$ cat config.mk
export PLATFORM = sky130hd
export DESIGN_NAME = alu_arbiter_flat
export DESIGN_NICKNAME = d
export VERILOG_FILES = /design/src/rtl/alu_arbiter_if.sv /design/src/rtl/alu_arbiter.sv /design/src/flat_wrapper.sv
export SDC_FILE = /design/constraint.sdc
export NUM_CORES = 1
export LEC_CHECK = 0
export ABC_AREA = 1
export BUFFER_PORTS_ARGS = -buffer_cell sky130_fd_sc_hd__buf_4
export CAP_MARGIN = 20
export CORE_ASPECT_RATIO = 1.4
export CORE_MARGIN = 2
export CORE_UTILIZATION = 41
export CTS_CLUSTER_SIZE = 10
export DETAILED_ROUTE_END_ITERATION = 7
export PLACE_DENSITY = 0.77
export SETUP_SLACK_MARGIN = 0.2
export SYNTH_ARGS = -nofsm -noshare
export SYNTH_HDL_FRONTEND = slang
export SYNTH_SLANG_ARGS = --single-unit
$ cat constraint.sdc
create_clock -name clk -period 1.2 [get_ports clk]
set_input_delay 0.24 -clock clk [delete_from_list [all_inputs] [get_ports clk]]
set_output_delay 0.24 -clock clk [all_outputs]
set_load 0.01 [all_outputs]
$ cat src/rtl/alu_arbiter_if.sv
// Request/response bundle for the shared-ALU arbiter: two valid/ready request
// channels feeding the arbiter and one valid/ready response channel back out.
interface alu_arbiter_if #(
  parameter int DATA_WIDTH = 32,
  parameter int OP_WIDTH   = 4
);
  // Requester 0 channel
  logic                  req0_valid;
  logic                  req0_ready;
  logic [DATA_WIDTH-1:0] req0_a;
  logic [DATA_WIDTH-1:0] req0_b;
  logic [OP_WIDTH-1:0]   req0_op;

  // Requester 1 channel
  logic                  req1_valid;
  logic                  req1_ready;
  logic [DATA_WIDTH-1:0] req1_a;
  logic [DATA_WIDTH-1:0] req1_b;
  logic [OP_WIDTH-1:0]   req1_op;

  // Shared response channel
  logic                  rsp_valid;
  logic                  rsp_ready;
  logic                  rsp_id;
  logic [DATA_WIDTH-1:0] rsp_result;
  logic                  rsp_zero;

  // Requesters and response consumer side
  modport master (
    output req0_valid, req0_a, req0_b, req0_op,
    input  req0_ready,
    output req1_valid, req1_a, req1_b, req1_op,
    input  req1_ready,
    input  rsp_valid, rsp_id, rsp_result, rsp_zero,
    output rsp_ready
  );

  // Arbiter side
  modport slave (
    input  req0_valid, req0_a, req0_b, req0_op,
    output req0_ready,
    input  req1_valid, req1_a, req1_b, req1_op,
    output req1_ready,
    output rsp_valid, rsp_id, rsp_result, rsp_zero,
    input  rsp_ready
  );
endinterface

$ cat src/rtl/alu_arbiter.sv
// Round-robin arbiter sharing one combinational ALU between two requesters.
// Operands are registered in front of the ALU and the result behind it, so an
// operation takes IDLE (accept) -> EXEC (ALU evaluates) -> RESP (hold result).
module alu_arbiter #(
  parameter int DATA_WIDTH = 32,
  parameter int OP_WIDTH   = 4
) (
  input  logic                  clk,
  input  logic                  rst_n,
  alu_arbiter_if.slave          bus,
  output logic [DATA_WIDTH-1:0] alu_a,
  output logic [DATA_WIDTH-1:0] alu_b,
  output logic [OP_WIDTH-1:0]   alu_control,
  input  logic [DATA_WIDTH-1:0] alu_result,
  input  logic                  alu_zero,
  output logic                  busy
);

  typedef enum logic [1:0] {
    IDLE = 2'd0,
    EXEC = 2'd1,
    RESP = 2'd2
  } state_t;

  state_t                state_reg;
  state_t                state_next;

  // Requester that owned the last completed response; starts at 1 so
  // requester 0 wins the first tie after reset.
  logic                  last_served_reg;

  // Operand stage in front of the ALU
  logic [DATA_WIDTH-1:0] a_reg;
  logic [DATA_WIDTH-1:0] b_reg;
  logic [OP_WIDTH-1:0]   op_reg;
  logic                  id_reg;

  // Result stage behind the ALU
  logic [DATA_WIDTH-1:0] rsp_result_reg;
  logic                  rsp_zero_reg;
  logic                  rsp_id_reg;

  // Requester channels gathered into vectors so grant/ready logic is uniform
  logic [1:0]            valid_vec;
  logic [1:0]            ready_vec;
  logic [DATA_WIDTH-1:0] a_vec  [2];
  logic [DATA_WIDTH-1:0] b_vec  [2];
  logic [OP_WIDTH-1:0]   op_vec [2];

  logic                  grant_id;
  logic                  handshake;

  assign valid_vec = {bus.req1_valid, bus.req0_valid};
  assign a_vec[0]  = bus.req0_a;
  assign a_vec[1]  = bus.req1_a;
  assign b_vec[0]  = bus.req0_b;
  assign b_vec[1]  = bus.req1_b;
  assign op_vec[0] = bus.req0_op;
  assign op_vec[1] = bus.req1_op;

  // Round-robin pick: a lone requester always wins, the pointer only breaks ties
  always_comb begin
    grant_id = 1'b0;
    if (valid_vec == 2'b11) begin
      grant_id = ~last_served_reg;
    end else if (valid_vec == 2'b10) begin
      grant_id = 1'b1;
    end
  end

  // Ready is only offered in IDLE, to the granted requester, while it is valid
  for (genvar gi = 0; gi < 2; gi++) begin : g_ready
    localparam logic REQ_ID = 1'(gi);
    assign ready_vec[gi] = (state_reg == IDLE) && valid_vec[gi] && (grant_id == REQ_ID);
  end

  assign handshake      = |ready_vec;
  assign bus.req0_ready = ready_vec[0];
  assign bus.req1_ready = ready_vec[1];

  // Next-state logic; rsp_ready only matters while a response is presented
  always_comb begin
    state_next = state_reg;
    case (state_reg)
      IDLE:    if (handshake) state_next = EXEC;
      EXEC:    state_next = RESP;
      RESP:    if (bus.rsp_ready) state_next = IDLE;
      default: state_next = IDLE;
    endcase
  end

  // State register; async reset aborts any operation in flight
  always_ff @(posedge clk or negedge rst_n) begin
    if (!rst_n) begin
      state_reg <= IDLE;
    end else begin
      state_reg <= state_next;
    end
  end

  // Capture the granted requester's operands on the request handshake
  always_ff @(posedge clk or negedge rst_n) begin
    if (!rst_n) begin
      a_reg  <= '0;
      b_reg  <= '0;
      op_reg <= '0;
      id_reg <= 1'b0;
    end else if (handshake) begin
      a_reg  <= a_vec[grant_id];
      b_reg  <= b_vec[grant_id];
      op_reg <= op_vec[grant_id];
      id_reg <= grant_id;
    end
  end

  // Sample the ALU at the end of EXEC; held untouched through RESP
  always_ff @(posedge clk or negedge rst_n) begin
    if (!rst_n) begin
      rsp_result_reg <= '0;
      rsp_zero_reg   <= 1'b0;
      rsp_id_reg     <= 1'b0;
    end else if (state_reg == EXEC) begin
      rsp_result_reg <= alu_result;
      rsp_zero_reg   <= alu_zero;
      rsp_id_reg     <= id_reg;
    end
  end

  // Advance the round-robin pointer only when a response is actually consumed
  always_ff @(posedge clk or negedge rst_n) begin
    if (!rst_n) begin
      last_served_reg <= 1'b1;
    end else if ((state_reg == RESP) && bus.rsp_ready) begin
      last_served_reg <= rsp_id_reg;
    end
  end

  // ALU is fed straight from the operand stage, so its inputs only move on accept
  assign alu_a       = a_reg;
  assign alu_b       = b_reg;
  assign alu_control = op_reg;

  assign bus.rsp_valid  = (state_reg == RESP);
  assign bus.rsp_result = rsp_result_reg;
  assign bus.rsp_zero   = rsp_zero_reg;
  assign bus.rsp_id     = rsp_id_reg;
  assign busy           = (state_reg != IDLE);

endmodule

$ cat src/flat_wrapper.sv
// flat-port wrapper written by rule: the top's interface ports become plain ports
module alu_arbiter_flat 
#(
  parameter int DATA_WIDTH = 32,
  parameter int OP_WIDTH   = 4
)
  (clk, rst_n, alu_a, alu_b, alu_control, alu_result, alu_zero, busy, bus_req0_valid, bus_req0_a, bus_req0_b, bus_req0_op, bus_req0_ready, bus_req1_valid, bus_req1_a, bus_req1_b, bus_req1_op, bus_req1_ready, bus_rsp_valid, bus_rsp_id, bus_rsp_result, bus_rsp_zero, bus_rsp_ready);
  alu_arbiter_if #(.DATA_WIDTH(DATA_WIDTH), .OP_WIDTH(OP_WIDTH)) bus_i ();
  input  logic clk;
  input  logic rst_n;
  output logic [DATA_WIDTH-1:0] alu_a;
  output logic [DATA_WIDTH-1:0] alu_b;
  output logic [OP_WIDTH-1:0] alu_control;
  input  logic [DATA_WIDTH-1:0] alu_result;
  input  logic alu_zero;
  output logic busy;
  input wire logic [$bits(bus_i.req0_valid)-1:0] bus_req0_valid;
  input wire logic [$bits(bus_i.req0_a)-1:0] bus_req0_a;
  input wire logic [$bits(bus_i.req0_b)-1:0] bus_req0_b;
  input wire logic [$bits(bus_i.req0_op)-1:0] bus_req0_op;
  output wire logic [$bits(bus_i.req0_ready)-1:0] bus_req0_ready;
  input wire logic [$bits(bus_i.req1_valid)-1:0] bus_req1_valid;
  input wire logic [$bits(bus_i.req1_a)-1:0] bus_req1_a;
  input wire logic [$bits(bus_i.req1_b)-1:0] bus_req1_b;
  input wire logic [$bits(bus_i.req1_op)-1:0] bus_req1_op;
  output wire logic [$bits(bus_i.req1_ready)-1:0] bus_req1_ready;
  output wire logic [$bits(bus_i.rsp_valid)-1:0] bus_rsp_valid;
  output wire logic [$bits(bus_i.rsp_id)-1:0] bus_rsp_id;
  output wire logic [$bits(bus_i.rsp_result)-1:0] bus_rsp_result;
  output wire logic [$bits(bus_i.rsp_zero)-1:0] bus_rsp_zero;
  input wire logic [$bits(bus_i.rsp_ready)-1:0] bus_rsp_ready;
  assign bus_i.req0_valid = bus_req0_valid;
  assign bus_i.req0_a = bus_req0_a;
  assign bus_i.req0_b = bus_req0_b;
  assign bus_i.req0_op = bus_req0_op;
  assign bus_req0_ready = bus_i.req0_ready;
  assign bus_i.req1_valid = bus_req1_valid;
  assign bus_i.req1_a = bus_req1_a;
  assign bus_i.req1_b = bus_req1_b;
  assign bus_i.req1_op = bus_req1_op;
  assign bus_req1_ready = bus_i.req1_ready;
  assign bus_rsp_valid = bus_i.rsp_valid;
  assign bus_rsp_id = bus_i.rsp_id;
  assign bus_rsp_result = bus_i.rsp_result;
  assign bus_rsp_zero = bus_i.rsp_zero;
  assign bus_i.rsp_ready = bus_rsp_ready;
  alu_arbiter #(.DATA_WIDTH(DATA_WIDTH), .OP_WIDTH(OP_WIDTH)) u_core (.clk(clk), .rst_n(rst_n), .bus(bus_i), .alu_a(alu_a), .alu_b(alu_b), .alu_control(alu_control), .alu_result(alu_result), .alu_zero(alu_zero), .busy(busy));
endmodule
==> impl_results.md, run 1 <==
- Wire per inst: 21.3 um
- I/O pins: 280
- Final min period: 1.57 ns
- Chip Height: 136 um
- GR Overflow Total: 0
- Fmax achieved: 0.637 GHz
- Largest net degree at the start of global routing: 71
- Max incr delay on CP: 0.56 ns
- Post-synth top area cell: dfrtp_1
- Vias per Instance: 5.56
- Final Skew: 0.0129 ns
- Vias in the first global route: 6,663
- Die area: 13,400 um^2
- Synth warn: 0
- 1st-pass router iterations: 5
- Area delta synth->final: 107%
- Mapped Cells: 690
- Fin util: 0.865
- Filler instances: 667
- Post-place setup slack: -0.137 ns
- Post-synth EDFFs: 0
- MaxCap Viol Count: 0
- Post-route ant nets: 0
- Root buf cell: clkbuf_16
- Routed wire length: 26,200 um
- Worst EP arrival: 1.85 ns
- Slew Limit Fails: 0
- Final hold vios: 0
- Sequential fraction of the synthesis area: 0.518
- Setup TNS: -24.74 ns
- Share of cells above drive strength 1: 0.512
- Worst endpoint required time: 1.48 ns
- Syn nets: 864
- Switching portion of total power: 0.400
- Final worst slack: -0.370 ns
- Failing checks: negative setup slack
- Vias: 6,859
- Core Region: 12,300 um^2
- RSZ-0062 raised after global routing: true
- Final setup vio count: 109
- CTS buffer count: 9
- # nets final: 1,254
- Crit-path cells: nand2_4 -> buf_4 -> nand2_8 -> buf_12 -> buf_6 -> buf_12 -> nand2_1 -> nand2_1 -> nand2_1 -> nand2_1
- Rows: 48
- Synth area leaders: dfrtp_1, nand2_1, nand3_1
- Initial DRC Count: 443
- Internal power: 16.8 mW
- Switch Pwr: 11.2 mW
- Most Frequent Cell on Critical Path: nand2_1
- Combinational share of power: 0.657
- Worst r2r src: u_core.last_served_reg$_DFFE_PN1P_
- Worst-Margin Slew: 0.474 ns
- CTS H-tree depth: 3
- Tcrit/Tclk final: 1.31
- CP max-delay cell: dfstp_2
- Pleak: 5.74 nW
- DIE WIDTH: 98.5 um
- Crit path kind: reg -> reg
- Crit path buf inv count: 4
- DRC violations left: 0
- Predominant post-synthesis flop cell: dfrtp_1
- Run status: finished, violations left
- CTS tree: yes
- Relative slew slack: 0.684
- Initial antenna violation count: 0
- Sequential power share: 0.245
- Clock slew at reported path FFs: 0.08 ns
- Type of element launching the critical path: flop
- Worst hold start: alu_result[23]
- Mapped Area: 5120 um^2
- Starting Density: 0.418
- Ys async rst share: 1.00
- Total global-route track usage: 0.341
- Global-route wire length before repair: 35,300 um
- Hold crit path type: in -> reg
- ANT cells: 0
- Commonest cells post-synth: nand2_1, nand3_1, dfrtp_1, clkbuf_1, buf_2
- Port bufs: 279
- CP Launch Point: u_core.last_served_reg$_DFFE_PN1P_
- Worst skew pair latency: 0.35 ns
- Worst Setup End Kind: flop
- Clk network pwr share: 0.098
- Max IR drop VDD: 1.41 mV
- Count leader, synth: nand2_1
- CP top delay family: flip-flops
- Clock sinks: 106
- Pwr dens: 2640 nW/um^2
- DP HPWL: 12,300 um
- Synth cell types: 15
- Clk buf depth: 2
- Avg Inst Size Synth: 7.43 um^2
- Critical Path Fanout Max: 6
- Final GP Congestion: 0.801
- Seq cells post-synth: 106
- Synth top area share: 0.513
-- kinds of logic (layout without fill, tap and decap cells) --
| family | after synthesis | count (layout) | synth area share |
|---|---|---|---|
| AND/OR/NAND/NOR | 524 | 525 | 0.430 |
| flip-flops | 106 | 106 | 0.518 |
| buffers and inverters | 58 | 450 | 0.0498 |
| AO/OA/AOI/OAI | 2 | 2 | 0.00195 |
-- final cells by class --
cell class              instances  area [um^2]  area share
multi-input cells             527         2800       0.264
clock buffers                   9          225      0.0213
repair buffers                431         4670       0.441
clock inverters                 5         33.8     0.00319
flip-flops and latches        106         2650       0.251
well taps                     150          188      0.0177
inverters                       5         26.3     0.00248
-- layout by cell type, fill, tap and decap left out, types with 2 or more instances in the layout --
cell type and instances:
buf_8 2, clkinv_4 2, clkinv_2 2, clkinvlp_4 2, inv_2 3, clkbuf_16 15
nand3_4 5, nand3_2 34, buf_6 118, buf_16 24, nand2_2 34, buf_12 29
nand3_1 133, dfrtp_1 105, buf_4 250, nand2_4 25, nand2_1 289, nand2_8 4
-- power groups by stage --
stage	clock [mW]	combinational (mW)	sequential (mW)
finish	2.73	18.4	6.84
global route	2.89	19.2	6.96
CTS	2.72	15.0	6.60
detailed placement	0	9.65	6.33
global placement	0	9.49	6.27
floorplan	0	4.04	7.01
-- worst paths after layout --
| check | endpoint | slack, ns | cells after the start |
|---|---|---|---|
| worst max-delay path | u_core.alu_control[1]$_DFFE_PN0P_ | -0.37 | 10 |
| worst min register to register | u_core.last_served_reg$_DFFE_PN1P_ | 0.50 | 2 |
| worst max register to register | u_core.alu_control[1]$_DFFE_PN0P_ | -0.37 | 10 |
| worst min-delay path | u_core.bus.rsp_result[23]$_DFFE_PN0N_ | 0.12 | 3 |
| max in group asynchronous | u_core.bus.rsp_result[12]$_DFFE_PN0N_ | 0.33 | 3 |
| min in group asynchronous | u_core.alu_b[29]$_DFFE_PN0P_ | 0.46 | 3 |
-- layer usage --
layer  global-route usage  vias up  routed length (um)
met5                    0        -                   0
met4                0.174        0                1450
met3               0.0648      122                2190
met2                0.629      492               13900
met1                0.368     3242                8630
li1                     -     3003                   -
-- repair_timing --
item / in CTS / in global routing
hold buffers: 1 / 0
setup endpoints to repair: 211 / 212
pin swaps: 32 / 23
setup buffers: 54 / 43
gates cloned: 25 / 7
gates resized for setup: 206 / 89
hold endpoints to repair: 105 / 0
-- per-stage QoR --
step / power (mW) / hold WS, ns / instance area [um^2] / cells
detailed placement: 16.0 / 0.297 / 7570 / 1089
CTS: 24.3 / 0.0788 / 9770 / 1183
global route: 29.1 / 0.120 / 10600 / 1233
floorplan: 11.0 / -0.0556 / 5220 / 690
finish: 27.9 / 0.118 / 10600 / 1233
global placement: 15.8 / 0.289 / 7570 / 1089
-- tightest hold or removal path: stages --
cell	delay [ns]
buf_4	0.08
nand3_2	0.06
nand2_1	0.05
(Power assumes the default switching activity.)
==> run 2, diff against run 1 <==
--- a/config.mk
+++ b/config.mk
@@ -13,7 +13,7 @@
 export CORE_UTILIZATION = 41
 export CTS_CLUSTER_SIZE = 10
 export DETAILED_ROUTE_END_ITERATION = 7
-export PLACE_DENSITY = 0.77
+export PLACE_DENSITY = 0.76
 export SETUP_SLACK_MARGIN = 0.2
 export SYNTH_ARGS = -nofsm -noshare
 export SYNTH_HDL_FRONTEND = slang
==> constraint.sdc (replaced) <==
create_clock -name clk -period 1.2 [get_ports clk]
set_input_delay 0.24 -clock clk [delete_from_list [all_inputs] [get_ports clk]]
set_output_delay 0.24 -clock clk [all_outputs]
set_load 0.02 [all_outputs]
==> run 2 against run 1 <==
  * The flow still finishes with violations (negative setup slack)
  * Clock skew is 0.0026 ns lower
  * Die area did not move
  * First-iteration DRC count down 46%
  * Critical path type is now reg -> out
  * Via count decreased by 11%
  * Utilization shrank 12 points
  * Setup slack got worse by 0.015 ns
  * Maximum frequency fell by 0.96%
  * Non-clock buffer count shrank 59
  * Largest cell class unchanged
==> impl_results.md, run 2 (same netlist as run 1, synthesis figures left out) <==
- # nets final: 1,194 (-4.8%)
- DIE WIDTH: 98.5 um (unchanged)
- Hold crit path type: in -> reg
- Port bufs: 279 (unchanged)
- Largest net degree at the start of global routing: 54 (-24%)
- Area delta synth->final: 77.4%
- Root buf cell: clkbuf_16
- Starting Density: 0.418 (unchanged)
- Global-route wire length before repair: 27,600 um (-22%)
- Worst Setup End Kind: output pin
- Initial antenna violation count: 0 (unchanged)
- Failing checks: negative setup slack
- Final setup vio count: 108 (-0.92%)
- Clk buf depth: 2 (unchanged)
- Final Skew: 0.0103 ns (-0.00260 ns)
- Routed wire length: 19,800 um (-24%)
- Commonest non-fill, non-tap cell in the layout: nand2_1
- Final GP Congestion: 0.825 (+3.1%)
- R2R depth: 7 (-3)
- Post-route ant nets: 0 (unchanged)
- Type of element launching the critical path: flop
- Rows: 48 (unchanged)
- I/O pins: 280 (unchanged)
- Setup TNS: -20.44 ns (+4.30 ns)
- ANT cells: 0 (unchanged)
- 1st-pass router iterations: 5 (unchanged)
- Worst EP arrival: 1.34 ns (-0.51 ns)
- Design Area, Final: 9090 um^2 (-14%)
- Vias per Instance: 5.18 (-6.9%)
- Initial DRC Count: 241 (-46%)
- Relative slew slack: 0.815 (+0.131)
- CP Launch Point: u_core.state_reg[0]$_DFFE_PN0P_
- Final worst slack: -0.385 ns (-0.0152 ns)
- CTS tree: yes
- Worst skew pair latency: 0.34 ns (about the same)
- Slew Limit Fails: 0 (unchanged)
- Pwr dens: 2640 nW/um^2 (+0.17%)
- Max IR drop VDD: 1.17 mV (-17%)
- Final hold vios: 0 (unchanged)
- Clock slew at reported path FFs: 0.07 ns (about the same)
- Tcrit/Tclk final: 1.32 (+0.0126)
- Chip Height: 136 um (unchanged)
- Final min period: 1.58 ns (+0.0152 ns)
- Share of cells above drive strength 1: 0.391 (-0.122)
- Die area: 13,400 um^2 (unchanged)
- Crit path kind: reg -> out
- CTS H-tree depth: 3 (unchanged)
- Run status: finished, violations left
- RR Endpoint: u_core.alu_b[19]$_DFFE_PN0P_
- Total global-route track usage: 0.256 (-0.0847)
- Core Region: 12,300 um^2 (unchanged)
- Clock sinks: 106 (unchanged)
- Wire per inst: 16.9 um (-21%)
- Worst-Margin Slew: 0.277 ns (-0.196 ns)
- CTS buffer count: 9 (unchanged)
- DRC violations left: 0 (unchanged)
- Vias: 6,080 (-11%)
- Setup slack, reg-to-reg: -0.36 ns (about the same)
- Worst endpoint required time: 0.96 ns (-0.52 ns)
- Hold slack final: 0.100 ns (-0.0183 ns)
- RSZ-0062 raised after global routing: true
- Commonest cells after routing, fill and taps aside: nand2_1, buf_4, nand3_1
- DP HPWL: 12,000 um (-2.4%)
- Pleak: 5.10 nW (-11%)
- MaxCap Viol Count: 0 (unchanged)
- Placed Instance Area: 7620 um^2 (+0.76%)
- Critical Path Fanout Max: 3 (-3)
- Fin util: 0.742 (-0.123)
- Fmax achieved: 0.631 GHz (-0.96%)
- Worst r2r src: u_core.last_served_reg$_DFFE_PN1P_
- Vias in the first global route: 5,428 (-19%)
- GR Overflow Total: 0 (unchanged)
- CP endpoint: bus_req1_ready
## run 2: cell count changes in the layout (fill, tap and decap cells not counted), moves of 21 or more
cell,previous run,this run
buf_16,24,3
nand3_2,34,1
buf_4,250,229
nand2_4,25,2
nand3_1,133,170
nand2_1,289,345
nand2_2,34,1
## run 2: critical path: stages (launching register included)
cell,delay [ns]
dfrtp_1,0.43
nor2_4,0.19
nand3_4,0.10
buf_12,0.14
clkinv_4,0.04
buf_6,0.10
## run 2: routing by layer
layer | share of wire | GRT usage | up-vias
met2 | 0.53 | 0.444 | 288
li1 | - | - | 2873
met3 | 0.077 | 0.0632 | 38
met1 | 0.37 | 0.313 | 2881
met4 | 0.024 | 0.0845 | 0
met5 | 0 | 0 | -
## run 2: worst min-delay path by stage
stage,start,cells past startpoint,to
floorplan,rst_n,0,u_core.alu_a[0]$_DFFE_PN0P_
global placement,rst_n,1,u_core.bus.rsp_result[23]$_DFFE_PN0N_
detailed placement,rst_n,1,u_core.bus.rsp_result[23]$_DFFE_PN0N_
CTS,bus_rsp_ready,2,u_core.state_reg[1]$_DFFE_PN0P_
global route,bus_rsp_ready,2,u_core.state_reg[1]$_DFFE_PN0P_
finish,bus_rsp_ready,2,u_core.state_reg[1]$_DFFE_PN0P_
## run 2: area by class of cell
| class | count | area [um^2] |
|---|---|---|
| clock buffer | 11 | 233 |
| timing repair buffer | 372 | 3650 |
| fill | 927 | 3160 |
| inverter | 5 | 33.8 |
| sequential | 106 | 2650 |
| multi-input combinational | 526 | 2300 |
| tap | 150 | 188 |
| clock inverter | 4 | 30.0 |
## run 2: stage by stage
stage / power [mW] / instances / setup WS [ns]
floorplan: 12.3 / 690 / -0.0844
CTS: 21.2 / 1117 / -0.400
finish: 24.0 / 1174 / -0.385
global route: 25.3 / 1174 / -0.448
detailed placement: 17.2 / 1093 / -0.164
global placement: 17.0 / 1093 / -0.112
## run 2: power by group
group	total (mW)	internal (mW)	switching [mW]	leakage, nW
Clock	2.70	1.40	1.30	0.126
Sequential	6.65	5.33	1.33	1.31
Combinational	14.6	7.29	7.35	3.66
Total	24.0	14.0	9.98	5.10
## run 2: what timing repair did
action,in CTS,in global routing
endpoints found under the setup margin,212,212
resized for setup,64,74
endpoints found under the hold margin,13,0
hold buffers,1,0
cloned,3,9
buffers inserted,5,48
pin swaps,4,0
==> run 3, diff against run 2 <==
--- a/config.mk
+++ b/config.mk
@@ -6,14 +6,13 @@
 export NUM_CORES = 1
 export LEC_CHECK = 0
 export ABC_AREA = 1
-export BUFFER_PORTS_ARGS = -buffer_cell sky130_fd_sc_hd__buf_4
 export CAP_MARGIN = 20
-export CORE_ASPECT_RATIO = 1.4
-export CORE_MARGIN = 2
-export CORE_UTILIZATION = 41
+export CORE_AREA = 2 2 108 110
 export CTS_CLUSTER_SIZE = 10
 export DETAILED_ROUTE_END_ITERATION = 7
-export PLACE_DENSITY = 0.76
+export DIE_AREA = 0 0 110 112
+export DONT_BUFFER_PORTS = 1
+export PLACE_DENSITY = 0.62
 export SETUP_SLACK_MARGIN = 0.2
 export SYNTH_ARGS = -nofsm -noshare
 export SYNTH_HDL_FRONTEND = slang
==> run 3 against run 2 <==
  * The flow finishes with violations (negative hold slack, negative setup slack)
  * Clock skew is essentially flat
  * Sequential share of layout area grew 6.4 points
  * Non-clock buffer count decreased by 289
  * Worst hold slack got worse by 0.51 ns
  * Maximum frequency rose by 3.0%
  * Power down 4.5%
  * Setup slack improved by 0.047 ns
  * Utilization shrank 4.3 points
  * Sequential power increased by 39%
  * Routed wire length decreased by 8.5%
  * First-iteration DRC count is 53% higher
  * Critical path depth decreased by 2
  * Highest routed layer unchanged
==> impl_results.md, run 3 (same netlist as run 1, synthesis figures left out) <==
- Tcrit/Tclk final: 1.28 (-0.0389)
- Largest net degree at the start of global routing: 107 (+98%)
- Sequential power share: 0.403 (+0.126)
- Final GP Congestion: 0.879 (+6.4%)
- Root buf cell: clkbuf_16
- Commonest cells after routing, fill and taps aside: nand2_1, dfrtp_2, nand3_1
- Global-route wire length before repair: 26,200 um (-5.0%)
- Crit-path cells: nand2_4 -> buf_12 -> a21oi_4
- Final Skew: 0.0103 ns (-0.0000363 ns)
- Total global-route track usage: 0.278 (+0.0221)
- Share of cells above drive strength 1: 0.469 (+0.0781)
- RSZ-0062 raised after global routing: true
- Hold Buf Count CTS: 1 (unchanged)
- DIE WIDTH: 110 um (+12%)
- 1st-pass router iterations: 5 (unchanged)
- Vias: 5,034 (-17%)
- Setup slack, reg-to-reg: -0.32 ns (+0.04 ns)
- Die area: 12,300 um^2 (-8.2%)
- Hold slack final: -0.409 ns (-0.509 ns)
- GR Overflow Total: 0 (unchanged)
- Placed Instance Area: 5340 um^2 (-30%)
- Switch Pwr: 10.1 mW (+1.2%)
- Max IR drop VDD: 1.45 mV (+24%)
- Final worst slack: -0.338 ns (+0.0467 ns)
- Fin util: 0.699 (-0.0427)
- ANT cells: 0 (unchanged)
- Slew Limit Fails: 0 (unchanged)
- DRC violations left: 0 (unchanged)
- Vias in the first global route: 5,046 (-7.0%)
- Final hold vios: 106 (+106)
- R2R depth: 8 (+1)
- CP endpoint: bus_req0_ready
- CP top delay family: flip-flops
- Clock slew at reported path FFs: 0.07 ns (about the same)
- Commonest non-fill, non-tap cell in the layout: nand2_1
- Fmax achieved: 0.650 GHz (+3.0%)
- Post-place setup slack: -0.0875 ns (+0.0769 ns)
- Routed wire length: 18,100 um (-8.5%)
- Run status: finished, violations left
- I/O pins: 280 (unchanged)
- Worst endpoint required time: 0.96 ns (about the same)
- Levels on crit path: 3 (-2)
- Internal power: 12.8 mW (-8.6%)
- Crit path kind: reg -> out
- Chip Height: 112 um (-18%)
- RR Endpoint: u_core.alu_a[30]$_DFFE_PN0P_
- Hold crit path type: in -> async
- Wire per inst: 20.6 um (+22%)
- Clk buf depth: 2 (unchanged)
- Critical Path Fanout Max: 4 (+1)
- CTS buffer count: 9 (unchanged)
- Port bufs: 0 (-100%)
- Final cell count without fillers: 879 (-25%)
- Combinational share of power: 0.457 (-0.153)
- Initial DRC Count: 368 (+53%)
- Clock sinks: 106 (unchanged)
- Vias per Instance: 5.73 (+11%)
- Pwr Total: 22.9 mW (-4.5%)
- Pleak: 3.92 nW (-23%)
- Area delta synth->final: 52.5%
- Starting Density: 0.459 (+0.0403)
- Type of element launching the critical path: flop
- # nets final: 905 (-24%)
- Worst EP arrival: 1.30 ns (-0.04 ns)
- Dpl cells: 800 (-27%)
- Core Region: 11,200 um^2 (-8.8%)
- Worst r2r src: u_core.last_served_reg$_DFFE_PN1P_
- Rows: 39 (-19%)
- Clk network pwr share: 0.140 (+0.027)
- Post-route ant nets: 0 (unchanged)
- Failing checks: negative hold slack, negative setup slack
- Relative slew slack: 0.741 (-0.0739)
- CTS H-tree depth: 3 (unchanged)
- Final min period: 1.54 ns (-0.0467 ns)
- Crit path buf inv count: 1 (-2)
- Switching portion of total power: 0.441 (+0.0248)
- Pwr dens: 2930 nW/um^2 (+11%)
- DP HPWL: 9960 um (-17%)
- Final setup vio count: 109 (+0.93%)
- CTS tree: yes
- Worst Setup End Kind: output pin
- Worst skew pair latency: 0.34 ns (about the same)
- Initial antenna violation count: 0 (unchanged)
- Worst-Margin Slew: 0.388 ns (+0.111 ns)
- Max incr delay on CP: 0.56 ns (+0.13 ns)
- CP max-delay cell: dfstp_2
- Design Area, Final: 7810 um^2 (-14%)
- CP Launch Point: u_core.last_served_reg$_DFFE_PN1P_
- MaxCap Viol Count: 0 (unchanged)
[run 3: cell types whose count changed in the layout (fill, tap and decap cells not counted), moves of 41 or more]
cell	change
buf_6	-102
nand2_1	-59
nand3_1	-69
nand2_2	+41
dfrtp_1	-102
buf_4	-216
dfrtp_2	+102
nand3_2	+69
[run 3: final cells by class]
| class | count | area (um^2) |
|---|---|---|
| Timing Repair Buffer | 83 | 1600 |
| Tap cell | 143 | 179 |
| Clock inverter | 7 | 101 |
| Multi-Input combinational cell | 526 | 2880 |
| Inverter | 5 | 41.3 |
| Fill cell | 849 | 3360 |
| Clock buffer | 9 | 225 |
| Sequential cell | 106 | 2780 |
[run 3: worst min-delay path by stage]
stage                     start                                     to  cells after the start
final                     rst_n  u_core.bus.rsp_result[27]$_DFFE_PN0N_                      0
after floorplan           rst_n            u_core.alu_a[0]$_DFFE_PN0P_                      0
after CTS                 rst_n  u_core.bus.rsp_result[10]$_DFFE_PN0N_                      0
after detailed placement  rst_n  u_core.bus.rsp_result[27]$_DFFE_PN0N_                      0
after global placement    rst_n  u_core.bus.rsp_result[27]$_DFFE_PN0N_                      0
after global routing      rst_n  u_core.bus.rsp_result[27]$_DFFE_PN0N_                      0
[run 3: routing by layer]
layer  vias up  wire, um  GRT usage  part of all wire
li1       2310         -          -                 -
met1      2426      6800      0.337              0.38
met2       258      9230      0.469              0.51
met3        40      1670     0.0749             0.092
met4         0       422      0.104             0.023
met5         -         0          0                 0
[run 3: worst reg2reg max path: stages (launching register included)]
cell,delay [ns]
dfstp_2,0.56
nand2_4,0.08
nand3_4,0.11
buf_8,0.13
nand2_8,0.12
buf_12,0.16
buf_16,0.15
nand2_2,0.06
nand2_1,0.04
[run 3: power groups by stage]
| stage | Sequential (mW) | Combinational [mW] | Clock, mW |
|---|---|---|---|
| global placement | 8.77 | 4.92 | 0 |
| floorplan | 8.24 | 4.10 | 0 |
| detailed placement | 8.78 | 5.17 | 0 |
| global route | 9.45 | 11.3 | 3.43 |
| CTS | 9.17 | 8.72 | 3.26 |
| finish | 9.23 | 10.5 | 3.20 |
[run 3: what timing repair did]
action | 4_1_cts | 5_1_grt
gates resized for setup | 206 | 124
pin swaps | 35 | 52
setup endpoints to repair | 212 | 212
cloned | 24 | 7
setup buffers | 21 | 10
hold endpoints to repair | 107 | 106
[run 3: stage by stage]
step / setup TNS, ns / hold slack [ns]
floorplan: -2.07 / -0.0556
global placement: -2.94 / -0.0531
detailed placement: -4.72 / -0.0534
CTS: -20.87 / -0.424
global route: -30.23 / -0.428
finish: -24.24 / -0.409
